$ cat src/rtl/matrix_outer_update_if.sv
// Handshake and data bundle for the rank-1 matrix update block.
// The master side supplies operands and the start request; the slave side
// returns the registered result matrix and the one-cycle done pulse.
interface matrix_outer_update_if #(
    parameter int WIDTH = 16,
    parameter int nos   = 4
);
    logic             startMult;
    logic             subMode;
    logic [WIDTH-1:0] C   [0:nos-1][0:nos-1];
    logic [WIDTH-1:0] u   [0:nos-1];
    logic [WIDTH-1:0] v   [0:nos-1];
    logic [WIDTH-1:0] Res [0:nos-1][0:nos-1];
    logic             endMult;

    modport master (
        output startMult, subMode, C, u, v,
        input  Res, endMult
    );

    modport slave (
        input  startMult, subMode, C, u, v,
        output Res, endMult
    );
endinterface

$ cat src/rtl/matrix_outer_update.sv
// Sequential rank-1 update Res = C +/- u*v^T, one result row per clock.
// Operands are captured on acceptance so the caller may change them while
// the rows are being produced; rows not yet written read as zero.
module matrix_outer_update #(
    parameter int WIDTH     = 16,
    parameter int nos       = 4,
    parameter int intDigits = 16
) (
    input  logic                  clk,
    input  logic                  rst_n,
    matrix_outer_update_if.slave  bus
);
    localparam int FRAC = WIDTH - intDigits;
    localparam int SW   = (nos > 1) ? $clog2(nos) : 1;
    localparam logic [SW-1:0] LAST = SW'(nos - 1);

    typedef enum logic [1:0] {
        IDLE,
        ONMULT,
        ENDMULT
    } state_t;

    state_t                  state;
    logic [SW-1:0]           subI;
    logic                    subr;
    logic [WIDTH-1:0]        Cr [0:nos-1][0:nos-1];
    logic [WIDTH-1:0]        ur [0:nos-1];
    logic [WIDTH-1:0]        vr [0:nos-1];

    logic signed [2*WIDTH-1:0] prod   [0:nos-1];
    logic        [WIDTH-1:0]   term   [0:nos-1];
    logic        [WIDTH-1:0]   rowVal [0:nos-1];

    // Current row: full-width signed product, arithmetic shift back to the
    // element's fixed-point scale, keep the low WIDTH bits, then wrap-add/sub.
    always_comb begin
        for (int j = 0; j < nos; j++) begin
            prod[j]   = '0;
            term[j]   = '0;
            rowVal[j] = '0;
            prod[j]   = $signed(ur[subI]) * $signed(vr[j]);
            term[j]   = WIDTH'(prod[j] >>> FRAC);
            rowVal[j] = subr ? (Cr[subI][j] - term[j]) : (Cr[subI][j] + term[j]);
        end
    end

    // Control FSM with operand capture, row write-back and registered done pulse.
    always_ff @(posedge clk) begin
        if (!rst_n) begin
            state       <= IDLE;
            subI        <= '0;
            subr        <= 1'b0;
            bus.endMult <= 1'b0;
            for (int i = 0; i < nos; i++) begin
                ur[i] <= '0;
                vr[i] <= '0;
                for (int j = 0; j < nos; j++) begin
                    Cr[i][j]      <= '0;
                    bus.Res[i][j] <= '0;
                end
            end
        end else begin
            case (state)
                IDLE: begin
                    bus.endMult <= 1'b0;
                    if (bus.startMult) begin
                        subr <= bus.subMode;
                        subI <= '0;
                        for (int i = 0; i < nos; i++) begin
                            ur[i] <= bus.u[i];
                            vr[i] <= bus.v[i];
                            for (int j = 0; j < nos; j++) begin
                                Cr[i][j]      <= bus.C[i][j];
                                bus.Res[i][j] <= '0;
                            end
                        end
                        state <= ONMULT;
                    end
                end
                ONMULT: begin
                    for (int j = 0; j < nos; j++) begin
                        bus.Res[subI][j] <= rowVal[j];
                    end
                    if (subI == LAST) begin
                        state       <= ENDMULT;
                        bus.endMult <= 1'b1;
                    end else begin
                        subI <= subI + SW'(1);
                    end
                end
                ENDMULT: begin
                    state       <= IDLE;
                    bus.endMult <= 1'b0;
                end
                default: begin
                    state       <= IDLE;
                    bus.endMult <= 1'b0;
                end
            endcase
        end
    end
endmodule

$ cat src/flat_wrapper.sv
// flat-port wrapper written by rule: the top's interface ports become plain ports
module matrix_outer_update_flat 
#(
    parameter int WIDTH     = 16,
    parameter int nos       = 4,
    parameter int intDigits = 16
)
  (clk, rst_n, bus_startMult, bus_subMode, bus_C, bus_u, bus_v, bus_Res, bus_endMult);
  matrix_outer_update_if #(.WIDTH(WIDTH), .nos(nos)) bus_i ();
  input  logic clk;
  input  logic rst_n;
  input wire logic [$bits(bus_i.startMult)-1:0] bus_startMult;
  input wire logic [$bits(bus_i.subMode)-1:0] bus_subMode;
  input wire logic [$bits(bus_i.C)-1:0] bus_C;
  input wire logic [$bits(bus_i.u)-1:0] bus_u;
  input wire logic [$bits(bus_i.v)-1:0] bus_v;
  output wire logic [$bits(bus_i.Res)-1:0] bus_Res;
  output wire logic [$bits(bus_i.endMult)-1:0] bus_endMult;
  assign bus_i.startMult = bus_startMult;
  assign bus_i.subMode = bus_subMode;
  assign bus_i.C = {>>{bus_C}};
  assign bus_i.u = {>>{bus_u}};
  assign bus_i.v = {>>{bus_v}};
  assign bus_Res = {>>{bus_i.Res}};
  assign bus_endMult = bus_i.endMult;
  matrix_outer_update #(.WIDTH(WIDTH), .nos(nos), .intDigits(intDigits)) u_core (.clk(clk), .rst_n(rst_n), .bus(bus_i));
endmodule
$ cat config.mk
export PLATFORM = sky130hd
export DESIGN_NAME = matrix_outer_update_flat
export DESIGN_NICKNAME = d
export VERILOG_FILES = /design/src/rtl/matrix_outer_update_if.sv /design/src/rtl/matrix_outer_update.sv /design/src/flat_wrapper.sv
export SDC_FILE = /design/constraint.sdc
export NUM_CORES = 2
export LEC_CHECK = 0
export ABC_AREA = 1
export CAP_MARGIN = 20
export CORE_MARGIN = 3
export CORE_UTILIZATION = 57
export CTS_CLUSTER_DIAMETER = 80
export CTS_CLUSTER_SIZE = 20
export DETAILED_ROUTE_END_ITERATION = 6
export PLACE_DENSITY = 0.89
export REMOVE_ABC_BUFFERS = 1
export SYNTH_ARGS = -nofsm -noshare
export SYNTH_HDL_FRONTEND = slang
export SYNTH_SLANG_ARGS = --single-unit
$ cat constraint.sdc
create_clock -name clk -period 13.55 [get_ports clk]
set_input_delay 2.71 -clock clk [delete_from_list [all_inputs] [get_ports clk]]
set_output_delay 2.71 -clock clk [all_outputs]
set_load 0.01 [all_outputs]
# Word level (Yosys, flattened, before mapping)
# Memories as Yosys holds them, arrays and structs flattened. A register that Yosys moved wholly into a read port is not among the register bits.
# Cells that the tools add are included.
# totals
register_bits	262
latch_bits	0
mem_bits_rw	384
romBits	0
inputBits	388
output_inout_bits	257
elab_cells	133
n_memories	3
# mem_list
memory	words	word_bits	read_ports	rd_ports_with_merged_regs	wr	line_no	rtl
u_core.Cr	4	64	1	1	4	matrix_outer_update.sv:26	logic [WIDTH-1:0] Cr [0:nos-1][0:nos-1];
u_core.ur	4	16	1	1	4	matrix_outer_update.sv:27	logic [WIDTH-1:0] ur [0:nos-1];
u_core.vr	4	16	4	0	4	matrix_outer_update.sv:28	logic [WIDTH-1:0] vr [0:nos-1];
# op_classes
n_addsub	9
mul	4
div_mod_pow	0
magnitude_cmp	2
n_eq_ne	5
n_shift	0
mux	57
bitwise_logic	25
reduce_logical	8
# op_table
cell	count
bitwise mux 256 bit	4
demux 64 bit (select 2 bit)	4
case mux 256 bit (2 select lines)	1
2-to-1 mux 16 bit	29
2-to-1 mux 256 bit	1
adder 16 bit	4
multiplier 16 x 16 -> 16 bit	4
2-to-1 mux 64 bit	1
subtractor 16 bit	4
2-to-1 mux 48 bit	1
2-to-1 mux 32 bit	1
OR 1 bit	24
2-to-1 mux 2 bit	8
case mux 2 bit (2 select lines)	2
AND reduction 2 bit	4
2-to-1 mux 1 bit	5
inequality test 2 bit (second input constant)	2
>= comparator 3 bit (second input constant)	1
less-than comparator 3 x 1 -> 1 bit (second input constant)	1
inverter 2 -> 3 bit	1
AND reduction 3 bit	1
adder 2 x 1 -> 2 bit (second input constant)	1
equality test 2 x 1 -> 1 bit (second input constant)	1
equality test 2 bit (second input constant)	1
other kinds (4)	4

# Logic depth before layout (Yosys ltp)
# logic_depth
depth_word	10
mapped_depth	46
mapped_depth_nobuf	42

# Worst setup path before layout
# Ideal clock, no wire load.
# synth_path
kind	in2reg
startpoint	input port rst_n
endpoint	memory u_core.Cr[0][0] in the netlist's numbering, enable pin
setup_time_ps	2814
t_arrival_ps	9232
required_time_ps	10736
path_slack_ps	1504
path_stages	2
path_buffers	1
path_cell_list	clkbuf_1 -> nand2_1
# synth_rtl
element	line_no	rtl
start: declaration	flat_wrapper.sv:11	input logic rst_n;
end: declaration	matrix_outer_update.sv:26	

==> run_results.csv <==
group,metric,value,unit
critical_path,cp_data_arrival_time,9700,ps
layout,fin_nets,7297,
yosys,ys_ff_latch,648,
drt,vias,40400,
sta,relSlewSlack,27.4,%
hold_path,holdPathEnd,"u_core.bus.Res[36]$_SDFFE_PN0P_",
global_route,grt_pass1_wl,217,mm
yosys,syn_area,0.0468,mm2
drt,drt_iter0_markers,3805,
placement,placed_cells_incl_taps,7292,
clock_tree,clock_sink_count,648,
layout,seq_area,0.0168,mm2
drt,drtPass1Iterations,7,
critical_path,critical_path.max_stage_delay,710,ps
pwr,p_leak,0.0262,uW
placement,globalplace.congestion,0.939,
layout,drive_gt1_share,3.31,%
critical_path,r2r_cells,36,
sta,finClkSkew,66.9,ps
critical_path,rr_endpoint,"u_core.bus.Res[191]$_SDFFE_PN0P_",
global_route,grt_overflow,0,
yosys,ys.flop_type,"edfxtp_1",
job,cap_violations,0,
hold_path,hp-start,"u_core.bus.Res[36]$_SDFFE_PN0P_",
yosys,syn_avg_cell_area,8.09,um2
sta,setup_viol,0,
die,fp-row-count,104,
yosys,yosys_warnings,0,
clock_tree,clk_latency,640,ps
drt,drt_wl_total,140,mm
hold_path,hold_path.class,"reg2reg",
layout,multiInputGateArea,0.0244,mm2
drt,via_per_inst,5.46,
critical_path,required,14010,ps
die,io_pins,645,
yosys,ys_seq_area_share,36.0,%
die,fp.dieH,292,um
clock_tree,htree_levels,2,
sta,fmax,108,MHz
hold_path,hold_depth,2,
critical_path,cp_max_fo,72,
drt,drc,0,
sta,tightest_slew,1090,ps
critical_path,crit_type,"reg2reg",
layout,fillers,6203,
yosys,synthCells,5776,
clock_tree,clkTransAtPathRegs,90,ps
critical_path,r2r_slack,4310,ps
global_route,antenna_found_initial,22,
critical_path,cp-end-kind,"flop",
pwr,ir_drop,0.239,mV
critical_path,critical-path-top-delay-family,"adder cells",
die,start_util,57.8,%
die,core_area,0.0809,mm2
sta,final_max_slew_viol_count,0,
drt,antenna_left,0,
sta,rsz0062_at_grt,"false",
clock_tree,cts_tree,"yes",
clock_tree,ctsHoldBuffers,0,
clock_tree,cts_resized,0,
yosys,yosysUniqueCellTypes,56,
clock_tree,cts-root-buf,"clkbuf_16",
yosys,synthArstFlopShare,0,%
pwr,power_density,207,mW/mm2
sta,hold_viol,0,
run_status,outcome,"finished clean",
clock_tree,cts_setup_buffers,0,
global_route,grt_pass1_vias,41300,
placement,portBuffers,644,
global_route,grt_max_degree,185,
critical_path,slowest_stage,"buf_4",
sta,period_minus_slack,9240,ps
layout,final_cell_count_no_fill,7392,
die,die_w,292,um
global_route,grt_usage,32.2,%
yosys,synth_edf_count,384,
drt,routedWlPerCell,18.9,um
critical_path,start_kind,"flop",
sta,fin_tns_setup,0,ps
layout,syn_to_final_growth,18.5,%
die,die_area,0.0855,mm2
clock_tree,clock_path_buffers,3,
clock_tree,cts-buffers-inserted,43,
placement,dp_hpwl,104,mm
critical_path,critPathBufInv,9,
sta,fin_crit_sh,68.2,%
-- worst max path at each step --
stage,from,end,slack (ps),cells past startpoint
finish,flop,u_core.bus.Res[191]$_SDFFE_PN0P_,4310,36
CTS,flop,u_core.bus.Res[255]$_SDFFE_PN0P_,4450,36
detailed placement,flop,u_core.bus.Res[255]$_SDFFE_PN0P_,4420,36
global route,flop,u_core.bus.Res[191]$_SDFFE_PN0P_,3720,37
global placement,flop,u_core.bus.Res[191]$_SDFFE_PN0P_,4560,36
floorplan,bus_startMult,u_core.Cr[0][0]$_SDFFCE_PN0P_,1600,4
-- flip-flops by register name, summed over array words and instances, names as in the netlist, named ones only --
signal / cells
u_core.subI: 2
u_core.bus.endMult: 1
u_core.state: 2
u_core.bus.Res: 256
u_core.subr: 1
u_core.vr: 64
u_core.Cr: 256
u_core.ur: 64
-- cells in the mapped netlist, types with 2 or more instances --
cell          n  area, um2
a211oi_1      2       15.0
a21o_1       10       75.1
a21oi_1     300       1500
a22o_1        9       78.8
a31oi_1      10       62.6
a32o_1       14        140
buf_1        25       93.8
buf_2         8       40.0
buf_4         5       37.5
buf_6         7       78.8
clkbuf_1    184        691
clkinv_1      9       33.8
dfxtp_1     264       5290
edfxtp_1    384      11500
fa_1        320       6410
ha_1        312       3900
inv_1      1210       4540
inv_2        11       41.3
nand2_1    1077       4040
nand2_2      14       87.6
nand2_4       2       22.5
nand3_1     138        691
nand3_2       6       60.1
nand3b_1     18        135
nand4_1      15       93.8
nor2_1      861       3230
nor2_2        6       37.5
nor3_1       14       70.1
o2111a_1      2       22.5
o2111ai_1     2       17.5
o211ai_1      6       45.0
o21ai_0     196        981
o21bai_1     17        128
o221ai_1      3       26.3
o22ai_1      58        363
o31ai_1       2       15.0
or2_1         2       12.5
or2_2        52        325
xnor2_1      67        587
xor2_1      115       1010
xor2_2        4       65.1
-- through the flow --
step / utilization, % / setup WS [ps] / cell area, um2 / hold WS, ps / total power [uW]
3_5_place_dp: 66.7 / 4420 / 54000 / 446 / 9990
6_report: 68.4 / 4310 / 55400 / 464 / 11400
2_1_floorplan: - / 1600 / 45800 / 476 / 7720
4_1_cts: 68.4 / 4450 / 55300 / 466 / 11400
5_1_grt: 68.4 / 3720 / 55400 / 487 / 12400
3_3_place_gp: 66.7 / 4560 / 54000 / 437 / 9790
-- metal layers --
layer  share of wire (%)  wire length [um]  vias up  track usage [%]
met5              0.0093                13        -                0
met4                 5.9              8290        2             17.0
met3                  10             14000      492             6.10
met2                  48             67300     2222             55.2
met1                  36             50100    19000             38.7
li1                    -                 -    18700                -
-- layout by cell type (no fill, tap or decap), drive strengths merged, types with 6 or more instances in the layout --
master,netlist,routed
nand3b,19,19
fa,320,320
o22ai,58,58
clkbuf,184,66
a31oi,10,10
a22o,9,9
inv,1223,1233
xor2,119,119
o21bai,17,17
ha,312,312
clkdlybuf4s50,0,644
o21ai,196,196
or2,54,54
nand3,144,144
diode,0,23
nor3,15,15
edfxtp,384,384
buf,45,41
nor2,868,868
dfxtp,264,264
nand4,15,15
clkinv,9,10
xnor2,68,68
a21o,10,10
a32o,14,14
o211ai,6,6
nand2,1093,1093
a21oi,300,300
-- kinds of logic after synthesis --
| logic type | Yosys count | synth area share (%) |
|---|---|---|
| compound gates | 636 | 7.51 |
| flops | 648 | 36.0 |
| xor+xnor | 187 | 3.58 |
| fa+ha+maj | 632 | 22.1 |
| buf+inv | 1461 | 11.9 |
| simple gates | 2212 | 19.0 |
-- worst min-delay path: stages, from the launching register on --
cell and delay, ps:
dfxtp_1 330, nand2_1 50, o21ai_0 50
-- report_power, final --
group          internal, uW  switching (uW)  total [uW]
Clock                   631             741        1370
Combinational          2690            4980        7670
Sequential             2290             115        2400
-- final cells by class --
type                       count  area share (%)
antenna                       23           0.104
clock buffer                  66            2.12
clock inverter                11           0.348
inverter                    1232            8.37
multi-input combinational   3667            44.0
sequential                   648            30.4
tap                         1060            2.39
timing repair buffer         685            12.2
Power figures use the tool's default switching activity.
